File: src/rtl/pipe_pkg.sv
// Shared pipeline definitions: IF/ID payload layout, its bubble value and
// the occupancy encoding used by pipe_stage_skid.
package pipe_pkg;

  localparam logic [31:0] NOP_INSTR = 32'h0000_0013;

  typedef struct packed {
    logic [31:0] pc;
    logic [31:0] pc_plus_4;
    logic [31:0] instr;
  } if_id_t;

  localparam if_id_t IF_ID_BUBBLE = '{pc: 32'h0, pc_plus_4: 32'h0, instr: NOP_INSTR};

  localparam logic [1:0] OCC_EMPTY = 2'd0;
  localparam logic [1:0] OCC_ONE   = 2'd1;
  localparam logic [1:0] OCC_FULL  = 2'd2;

  function automatic logic [1:0] occ_of(input logic out_v, input logic skid_v);
    return {1'b0, out_v} + {1'b0, skid_v};
  endfunction

endpackage

File: src/rtl/pipe_slot.sv
// One payload register with a valid bit. Clearing always reloads the bubble
// value so an empty slot never shows stale data.
module pipe_slot
  import pipe_pkg::*;
#(
  parameter int                 DATA_W     = 96,
  parameter logic [DATA_W-1:0]  BUBBLE_VAL = '0
) (
  input  logic              clk,
  input  logic              rst,
  input  logic              load,
  input  logic              clear,
  input  logic [DATA_W-1:0] d,
  output logic              valid,
  output logic [DATA_W-1:0] q
);

  logic              valid_reg;
  logic [DATA_W-1:0] data_reg;

  // clear wins over load so a flush cannot be overridden by a same-cycle load
  always_ff @(posedge clk or posedge rst) begin
    if (rst) begin
      valid_reg <= 1'b0;
      data_reg  <= BUBBLE_VAL;
    end else if (clear) begin
      valid_reg <= 1'b0;
      data_reg  <= BUBBLE_VAL;
    end else if (load) begin
      valid_reg <= 1'b1;
      data_reg  <= d;
    end
  end

  assign valid = valid_reg;
  assign q     = data_reg;

endmodule

File: src/rtl/pipe_stage_skid.sv
// Pipeline stage register with valid/ready on both sides, flush, and an
// optional skid slot that makes in_ready a plain flop output.
module pipe_stage_skid
  import pipe_pkg::*;
#(
  parameter int                DATA_W     = 96,
  parameter logic [DATA_W-1:0] BUBBLE_VAL = '0,
  parameter int                SKID       = 1
) (
  input  logic              clk,
  input  logic              rst,
  input  logic              flush,
  input  logic              in_valid,
  output logic              in_ready,
  input  logic [DATA_W-1:0] in_data,
  output logic              out_valid,
  input  logic              out_ready,
  output logic [DATA_W-1:0] out_data,
  output logic [1:0]        count
);

  logic              accept;
  logic              drain;
  logic              out_load;
  logic              out_clear;
  logic              skid_load;
  logic              skid_clear;
  logic              skid_valid;
  logic [DATA_W-1:0] skid_data;
  logic [DATA_W-1:0] out_d;
  logic              out_valid_next;
  logic              skid_valid_next;
  logic [1:0]        count_reg;
  logic [1:0]        count_next;

  assign accept = in_valid && in_ready;
  assign drain  = out_valid && out_ready;

  // count_reg doubles as the occupancy state
  always_comb begin
    out_load   = 1'b0;
    out_clear  = 1'b0;
    skid_load  = 1'b0;
    skid_clear = 1'b0;
    out_d      = in_data;
    if (flush) begin
      out_clear  = 1'b1;
      skid_clear = 1'b1;
    end else begin
      case (count_reg)
        OCC_EMPTY: out_load = accept;
        OCC_ONE: begin
          if (drain) begin
            out_load  = accept;
            out_clear = !accept;
          end else begin
            skid_load = accept && (SKID != 0);
          end
        end
        OCC_FULL: begin
          if (drain) begin
            out_load   = 1'b1;
            out_d      = skid_data;
            skid_clear = 1'b1;
          end
        end
        default: ;
      endcase
    end
  end

  assign out_valid_next  = out_clear  ? 1'b0 : (out_load  ? 1'b1 : out_valid);
  assign skid_valid_next = skid_clear ? 1'b0 : (skid_load ? 1'b1 : skid_valid);
  assign count_next      = occ_of(out_valid_next, skid_valid_next);

  always_ff @(posedge clk or posedge rst) begin
    if (rst) count_reg <= OCC_EMPTY;
    else     count_reg <= count_next;
  end

  assign count = count_reg;

  pipe_slot #(
    .DATA_W     (DATA_W),
    .BUBBLE_VAL (BUBBLE_VAL)
  ) u_out_slot (
    .clk   (clk),
    .rst   (rst),
    .load  (out_load),
    .clear (out_clear),
    .d     (out_d),
    .valid (out_valid),
    .q     (out_data)
  );

  generate
    if (SKID != 0) begin : g_skid
      logic in_ready_reg;

      pipe_slot #(
        .DATA_W     (DATA_W),
        .BUBBLE_VAL (BUBBLE_VAL)
      ) u_skid_slot (
        .clk   (clk),
        .rst   (rst),
        .load  (skid_load),
        .clear (skid_clear),
        .d     (in_data),
        .valid (skid_valid),
        .q     (skid_data)
      );

      // registered copy of "skid slot free", no path from out_ready
      always_ff @(posedge clk or posedge rst) begin
        if (rst) in_ready_reg <= 1'b1;
        else     in_ready_reg <= !skid_valid_next;
      end

      assign in_ready = in_ready_reg;
    end else begin : g_noskid
      assign skid_valid = 1'b0;
      assign skid_data  = BUBBLE_VAL;
      assign in_ready   = !out_valid || out_ready;
    end
  endgenerate

endmodule

File: config.mk
export PLATFORM = sky130hd
export DESIGN_NAME = pipe_stage_skid
export DESIGN_NICKNAME = d
export VERILOG_FILES = /design/src/rtl/pipe_pkg.sv /design/src/rtl/pipe_slot.sv /design/src/rtl/pipe_stage_skid.sv
export SDC_FILE = /design/constraint.sdc
export NUM_CORES = 1
export LEC_CHECK = 0
export ABC_AREA = 1
export CAP_MARGIN = 30
export CORE_ASPECT_RATIO = 0.8
export CORE_MARGIN = 2
export CORE_UTILIZATION = 48
export DETAILED_ROUTE_END_ITERATION = 16
export GPL_TIMING_DRIVEN = 0
export PLACE_DENSITY_LB_ADDON = 0.08
export SLEW_MARGIN = 15
export SYNTH_ARGS = -nofsm -noshare
export SYNTH_HDL_FRONTEND = slang
export SYNTH_SLANG_ARGS = --single-unit
File: constraint.sdc
create_clock -name clk -period 17.2 [get_ports clk]
set_input_delay 4.3 -clock clk [delete_from_list [all_inputs] [get_ports clk]]
set_output_delay 4.3 -clock clk [all_outputs]
set_load 0.005 [all_outputs]
==> impl_metrics.json <==
{
  "post-cts-setup-buffers": 0,
  "p_seq_share_pct": 46.8,
  "wl_mm": 25.7,
  "clock-sinks": 197,
  "io_buffer_count": 200,
  "nFillCells": 1612,
  "synth_top_area_share_pct": 54.1,
  "start_kind": "input pin",
  "finalSetupTns_ns": 0,
  "cp_num_cells": 8,
  "core_area_um2": 18300,
  "crit_chain": "clkdlybuf4s50_1 -> nand2_1 -> inv_1 -> nand3_1 -> nor2_2 -> buf_4 -> o21a_1 -> ha_1",
  "htreeDepth": 4,
  "cellPowerDensity_nw_per_um2": 96.8,
  "clockRootBuffer": "clkbuf_16",
  "ys_seq_elements": 197,
  "syn_area_um2": 9060,
  "grt_pass1_vias": 8077,
  "reg2reg_depth": 7,
  "area_growth_pct": 32.2,
  "maxCapViolCount": 0,
  "tightest_slew_ns": 0.726,
  "slew_headroom_pct": 51.6,
  "peakVddDrop_v": 0.0000619,
  "use_met1_pct": 39.5,
  "busiest_layer": "met1",
  "p_leak_nw": 6.37,
  "required_ns": 17.51,
  "fin_crit_ns": 6.19,
  "antenna_found_initial": 0,
  "grt_max_degree": 104,
  "vias": 8651,
  "die_area_um2": 20000,
  "start_util_pct": 49.4,
  "die_w_um": 158,
  "fmax_ghz": 0.162,
  "cpLargestDelayFamily": "simple AND/OR/NAND/NOR gates",
  "gp_congestion": 0.815,
  "antenna_left": 0,
  "cts-buffers-inserted": 17,
  "vias_per_cell": 5.20,
  "fp.dieH_um": 127,
  "io_pins": 201,
  "grt_pass1_wl_mm": 41.4,
  "syn_area_per_cell_um2": 7.67,
  "synth_warnings": 0,
  "finalHoldViolations": 0,
  "arrival_ns": 6.50,
  "drt_iter0_drc": 664,
  "grt-ovfl-total": 0,
  "worstHoldPathType": "flip-flop to flip-flop",
  "drive_gt1_share_pct": 4.89,
  "critical_path_class": "input pin to flip-flop",
  "n_antenna_cell": 0,
  "utilization_pct": 65.3,
  "crit_fanout": 10,
  "yosysTopAreaCell": "dfrtp_1",
  "nets": 1503,
  "endpoint_kind": "flip-flop",
  "fin_crit_sh_pct": 36.0,
  "power_w": 0.00116,
  "drv_slew": 0,
  "rsz0062_at_grt": "no",
  "wl_per_cell_um": 15.4,
  "met2_usage_pct": 39.2,
  "worst_clock_skew_ns": 0.00947,
  "syn_inst": 1181,
  "cts_buffer_depth": 2,
  "rows": 44,
  "switching_power_w": 0.000326,
  "dp_hpwl_mm": 17.6,
  "drcViolationCount": 0,
  "path_buf_inv": 3,
  "dr.pass1.iters": 5,
  "syn_nets": 1283,
  "netlist_top_cells_area": "dfrtp_1, nand2_1, nand3_1",
  "p_sw_share_pct": 28.1,
  "power_frac_comb_pct": 19.5,
  "holdPathStages": 1,
  "clk_pin_slew_ns": 0.07,
  "p_clk_share_pct": 33.7,
  "slowest_stage": "nor2_2",
  "outcome": "finished clean",
  "timing.hold.ws_ns": 0.425,
  "ys_seq_area_share_pct": 54.4,
  "use_met3_pct": 5.33,
  "ctsHoldBuffers": 0,
  "p_int_w": 0.000833,
  "synth_cell_types": 17,
  "insertion_delay_ns": 0.43,
  "slowest_delay_ns": 0.58,
  "grtUsageTotal_pct": 26.2,
  "finalSetupViolations": 0,
  "cts_tree": "done",
  "cts_resized": 0
}
routing by layer:
layer	up-vias	wire, µm
met1	4107	12100
met3	19	1910
met2	303	11500
li1	4222	-
met5	-	0
met4	0	232
worst reg2reg max path, delay by kind of cell, from the launching register on:
family	cells	cell delay [ns]
AND/OR/NAND/NOR	3	1.00
flip-flops	1	0.53
buffers and inverters	2	0.36
adder cells (fa/ha/maj)	1	0.23
AO/OA/AOI/OAI	1	0.16
cells by family (layout without fill, tap and decap cells):
group	after synthesis	after routing	share of synthesized area (%)
AO/OA/AOI/OAI	3	3	0.193
adder cells (fa/ha/maj)	1	1	0.138
buffers and inverters	98	329	4.57
flip-flops	197	197	54.4
AND/OR/NAND/NOR	882	882	40.7
final cells by class:
cell class              count  area (µm²)  share of cell area, %
plain buffers              90         384                   3.21
clock buffers              19         433                   3.61
clock inverters            11         130                   1.09
inverters                   8        37.5                  0.313
multi-input cells         886        3710                   31.0
flip-flops and latches    197        4930                   41.2
well taps                 253         317                   2.64
repair buffers            201        2030                   16.9
synthesized netlist by cell type, drive strengths merged:
| cell type | instances |
|---|---|
| a21oi | 1 |
| buf | 40 |
| clkbuf | 50 |
| dfrtp | 196 |
| dfstp | 1 |
| ha | 1 |
| inv | 8 |
| nand2 | 586 |
| nand3 | 291 |
| nor2 | 5 |
| o21a | 1 |
| o21ai | 1 |
power groups by stage:
stage | Clock (W) | Combinational, W | Sequential, W
after CTS | 0.000395 | 0.000227 | 0.000542
after detailed placement | 0 | 0.000226 | 0.000550
final | 0.000391 | 0.000226 | 0.000542
after global placement | 0 | 0.000222 | 0.000549
after floorplan | 0 | 0.0000987 | 0.000548
after global routing | 0.000415 | 0.000250 | 0.000548
worst paths after layout:
kind | slack [ns] | startpoint | to
max | 11.01 | in_valid | count[0]
min | 0.42 | g_skid.u_skid_slot.valid | in_ready
max reg2reg | 14.82 | in_ready | count[0]
min reg2reg | 0.42 | g_skid.u_skid_slot.valid | in_ready
max in group asynchronous | 11.89 | rst | u_out_slot.q[89]
min in group asynchronous | 4.39 | rst | u_out_slot.q[13]
through the flow:
| step | cell area [µm²] | instances | worst slack [ns] |
|---|---|---|---|
| CTS | 12000 | 1665 | 11.00 |
| global placement | 11400 | 1634 | 4.81 |
| floorplan | 9060 | 1181 | 7.53 |
| finish | 12000 | 1665 | 11.01 |
| detailed placement | 11400 | 1635 | 10.59 |
| global route | 12000 | 1665 | 10.91 |
cells in the final DEF, fill, tap and decap left out, drive strengths merged:
master and instances:
clkdlybuf4s50 200, a21oi 1, buf 41, ha 1
nand3 291, o21ai 1, dfrtp 196, bufinv 2
nand2 586, nor2 5, clkbuf 69, o21a 1
clkinvlp 1, clkinv 6, dfstp 1, inv 10
No activity file was read; power rests on OpenSTA's default activity.
